## config.mk

```make
export PLATFORM = sky130hd
export DESIGN_NAME = neuron_mac_ctrl
export DESIGN_NICKNAME = d
export VERILOG_FILES = /design/src/rtl/neuron_mac_pkg.sv /design/src/rtl/neuron_mac_ctrl_term_counter.sv /design/src/rtl/neuron_mac_ctrl.sv
export SDC_FILE = /design/constraint.sdc
export NUM_CORES = 1
export LEC_CHECK = 0
export ABC_AREA = 1
export BUFFER_PORTS_ARGS = -buffer_cell sky130_fd_sc_hd__clkbuf_2
export CORE_MARGIN = 4
export CORE_UTILIZATION = 30
export CTS_CLUSTER_DIAMETER = 40
export DETAILED_ROUTE_END_ITERATION = 7
export PLACE_DENSITY = 0.5
export SYNTH_ARGS = -nofsm -noshare
export SYNTH_HDL_FRONTEND = slang
export SYNTH_SLANG_ARGS = --single-unit
```

## constraint.sdc

```tcl
create_clock -name clk -period 3.15 [get_ports clk]
set_input_delay 0.63 -clock clk [delete_from_list [all_inputs] [get_ports clk]]
set_output_delay 0.63 -clock clk [all_outputs]
set_load 0.01 [all_outputs]
```

## src/rtl/neuron_mac_pkg.sv

```systemverilog
// neuron_mac_pkg: state encoding and default sizes for the neuron MAC controller.
package neuron_mac_pkg;
  typedef enum logic [2:0] {
    IDLE  = 3'd0,
    INIT  = 3'd1,
    ACC   = 3'd2,
    DRAIN = 3'd3,
    DONE  = 3'd4
  } state_t;
  localparam int N_MAX_DEF  = 16;
  localparam int ADDR_W_DEF = 4;
  localparam int CNT_W_DEF  = 5;
  localparam int ACC_W      = 16;
  localparam int BIAS_W     = 8;
endpackage

```

## src/rtl/neuron_mac_ctrl_term_counter.sv

```systemverilog
// term_counter: operand term counter with a last-term flag against the latched count.
module term_counter
  import neuron_mac_pkg::*;
#(
  parameter int CNT_W = CNT_W_DEF
) (
  input  logic             clk,
  input  logic             rst_n,
  input  logic             clear,
  input  logic             enable,
  input  logic [CNT_W-1:0] n,
  output logic [CNT_W-1:0] count,
  output logic             last
);
  always_ff @(posedge clk or negedge rst_n)
    if (!rst_n) count <= '0;
    else count <= clear ? '0 : enable ? count + CNT_W'(1) : count;
  assign last = count == n - CNT_W'(1);
endmodule

```

## src/rtl/neuron_mac_ctrl.sv

```systemverilog
// neuron_mac_ctrl: bias-init / multiply-accumulate sequencer for one neuron; NEURON_MAC_CTRL_PIPE_EN adds a one-cycle ld_reg lag and a DRAIN state.
module neuron_mac_ctrl
  import neuron_mac_pkg::*;
#(
  parameter int N_MAX  = N_MAX_DEF,
  parameter int ADDR_W = ADDR_W_DEF,
  parameter int CNT_W  = CNT_W_DEF
) (
  input  logic              clk,
  input  logic              rst_n,
  input  logic              start,
  input  logic [CNT_W-1:0]  n_terms,
  input  logic              stall,
  output logic              init,
  output logic              ld_reg,
  output logic [ADDR_W-1:0] addr,
  output logic              busy,
  output logic              done
);
  state_t           state;
  logic [CNT_W-1:0] n_lat;
  logic [CNT_W-1:0] cnt;
  logic             last;
  logic             issue;
  assign issue = state == ACC && !stall;
  term_counter #(.CNT_W(CNT_W)) u_cnt (
    .clk    (clk),
    .rst_n  (rst_n),
    .clear  (state != ACC || (issue && last)),
    .enable (issue),
    .n      (n_lat),
    .count  (cnt),
    .last   (last)
  );
  assign addr = ADDR_W'(cnt);
  always_ff @(posedge clk or negedge rst_n)
    if (!rst_n) begin
      state <= IDLE;
      n_lat <= '0;
      init  <= 1'b0;
      busy  <= 1'b0;
      done  <= 1'b0;
    end else begin
      init <= 1'b0;
      done <= 1'b0;
      case (state)
        IDLE: if (start) begin
          n_lat <= n_terms > CNT_W'(N_MAX) ? CNT_W'(N_MAX) : n_terms;
          state <= INIT;
          init  <= 1'b1;
          busy  <= 1'b1;
        end
        INIT: if (n_lat != '0) state <= ACC;
        else begin
          state <= DONE;
          done  <= 1'b1;
        end
`ifdef NEURON_MAC_CTRL_PIPE_EN
        ACC: if (issue && last) state <= DRAIN;
        DRAIN: if (!stall) begin
          state <= DONE;
          done  <= 1'b1;
        end
`else
        ACC: if (issue && last) begin
          state <= DONE;
          done  <= 1'b1;
        end
`endif
        DONE: begin
          state <= IDLE;
          busy  <= 1'b0;
        end
        default: state <= IDLE;
      endcase
    end
`ifdef NEURON_MAC_CTRL_PIPE_EN
  // A stalled term keeps its pending load until the operand arrives.
  logic vld;
  always_ff @(posedge clk or negedge rst_n)
    if (!rst_n) vld <= 1'b0;
    else vld <= (stall && (state == ACC || state == DRAIN)) ? vld : issue;
  assign ld_reg = vld && !stall;
`else
  assign ld_reg = issue;
`endif
endmodule

```

==> out/metrics.yaml <==
status:
  status: "complete, no violations"
route:
  wl_met2_um: 799
  routed-wl-met3_um: 79
  first_pass_iters: 4
  num_vias: 764
  met1_length_um: 908
  routed_via_density: 4.55
  routedWlPerCell_um: 10.8
  drtAntennaViolNets: 0
  drt_wl_total_mm: 1.81
  drt_first_iter_violations: 14
  routed.top_layer: "met4"
  drc: 0
hold_path:
  hold_class: "input pin to async pin"
yosys:
  synth_warnings: 0
  synthArstFlopShare_pct: 100
  syn_nets: 133
  synth-seq-cells: 16
  syn_avg_cell_area_um2: 7.38
  netlist_instances: 122
  yosysSeqAreaShare_pct: 44.4
  yosysMostFrequentCell: "nand2_1"
  synth_common_cells: "nand2_1 (35), inv_1 (20), dfrtp_1 (16)"
  synthTopCellsByArea: "dfrtp_1 (44%), nand2_1 (15%), inv_1 (8.3%)"
  synth_ff_type: "dfrtp_1"
  ys_types: 18
  yosys.area.top_type_share_pct: 44.4
  synthesis.area_um2: 901
  synth-edff-count: 0
  yosys.area.top_type: "dfrtp_1"
clocking:
  clockBufferDepth: 2
  cts_buffers: 3
  cts_resized: 0
  clockRootBuffer: "clkbuf_4"
  cts_setup_buffers: 0
  insertion_delay_ns: 0.28
  cts.clk_slew.worst_paths_ns: 0.09
  cts_num_sinks: 16
  htree_levels: 1
  cts_tree: "yes"
  ctsHoldBuffers: 0
critical_path:
  worstSetupPathType: "flop to primary output"
  crit_arrival_ns: 1.27
  crit_required_ns: 2.52
  critPathLaunchType: "flop"
  cp-end-kind: "primary output"
  crit_fanout: 7
sta:
  slew_headroom_pct: 72.1
  max_slew.worst_pin.slew_ns: 0.418
  rsz0062_at_grt: "false"
  final.setup.worst_slack_ns: 1.25
  finalCritPeriodShare_pct: 60.4
  hold-worst-slack_ns: 0.262
  max_freq_mhz: 526
  drv_slew: 0
  setup_viol: 0
  final-hold-violation-count: 0
  tns_ns: 0
  skew_ns: 0.00699
  min_period_ns: 1.90
power:
  p_leak_uw: 0.000544
  pwr_density_cell_nw_per_um2: 802
  finalPower_uw: 812
  ir_drop_mv: 0.373
grt:
  grt_max_degree: 17
  grt_pass1_vias: 765
  grt_util_all_layers_pct: 10.4
  grt_pass1_wl_mm: 3.31
  grt-ovfl-total: 0
  antenna_found_initial: 0
floorplanning:
  die-area_um2: 3940
  placementRows: 19
  start_util_pct: 32.1
  dieWidth_um: 62.8
  die_height_um: 62.8
  pin_count: 17
  core_um2: 2810
layout:
  final_nets: 150
  drive_gt1_share_pct: 17.5
  syn2layout_area_growth_pct: 12.4
  diodes: 0
  n_fill_cell: 321
placed_design:
  place_ws_ns: 1.31
  place_hpwl_mm: 1.47
  gp_congestion: 0.816
  buffer_ports.inserted: 16
flow_run:
  drv_cap: 0
-- report_power, final --
group,switching (uW),internal (uW)
Sequential,48.7,265
Combinational,254,139
Clock,60.3,44.3
-- cell type report --
class / count / area [um2] / area share [%]
Sequential cell: 16 / 400 / 39.6
Multi-Input combinational cell: 82 / 395 / 39.1
Timing Repair Buffer: 16 / 80.1 / 7.91
Inverter: 20 / 75.1 / 7.42
Tap cell: 31 / 38.8 / 3.83
Clock buffer: 3 / 22.5 / 2.22
-- worst paths after layout --
kind	cells after the start	start	slack, ns	end
worst max-delay path	2	state[2]$_DFFE_PN0P_	1.25	ld_reg
worst min-delay path	1	rst_n	0.26	state[1]$_DFFE_PN0P_
worst max register to register	11	n_lat[0]$_DFFE_PN0P_	1.60	state[1]$_DFFE_PN0P_
worst min register to register	2	busy$_DFFE_PN0P_	0.50	busy$_DFFE_PN0P_
max in group asynchronous	1	rst_n	2.59	n_lat[4]$_DFFE_PN0P_
min in group clk	2	busy$_DFFE_PN0P_	0.50	busy$_DFFE_PN0P_
-- per-stage QoR --
step | util, % | cells | cell area (um2)
after floorplan | - | 122 | 901
after global placement | 35.3 | 165 | 990
after detailed placement | 35.3 | 165 | 990
after CTS | 36.1 | 168 | 1010
after global routing | 36.1 | 168 | 1010
final | 36.1 | 168 | 1010
-- cell families after synthesis --
kind of cell,Yosys count,share of synthesized area [%]
flip-flops,16,44.4
buffers and inverters,24,11.7
adder cells (fa/ha/maj),2,2.78
AO/OA/AOI/OAI,9,6.11
XOR/XNOR,1,0.972
AND/OR/NAND/NOR,70,34.0
-- flip-flops by register name, summed over array words and instances, names as in the netlist --
signal       count
init             1
state            3
u_cnt.count      5
done             1
n_lat            5
busy             1
-- routing by layer --
layer / vias to the layer above / GRT usage (%)
met5: - / 0
met4: 0 / 2.48
met3: 2 / 3.60
met2: 12 / 16.4
met1: 335 / 13.8
li1: 415 / -
-- cell usage in the layout (no fill, tap or decap) --
| cell type | instances |
|---|---|
| clkbuf_4 | 3 |
| nor3_1 | 1 |
| a21oi_1 | 1 |
| nand3_1 | 14 |
| nand2_2 | 3 |
| dfrtp_1 | 16 |
| nor2_1 | 14 |
| o21ai_0 | 3 |
| o21ai_1 | 1 |
| o41ai_1 | 2 |
| nor2_2 | 1 |
| nor3_4 | 1 |
| nor4_1 | 1 |
| o22ai_1 | 2 |
| inv_1 | 20 |
| ha_1 | 2 |
| nand2_1 | 35 |
| xor2_1 | 1 |
| clkbuf_2 | 16 |
-- worst max-delay path, cell delays in order (launching register included) --
cell	delay, ns
dfrtp_1	0.49
nor3_4	0.32
clkbuf_2	0.19
Power figures use the tool's default switching activity.
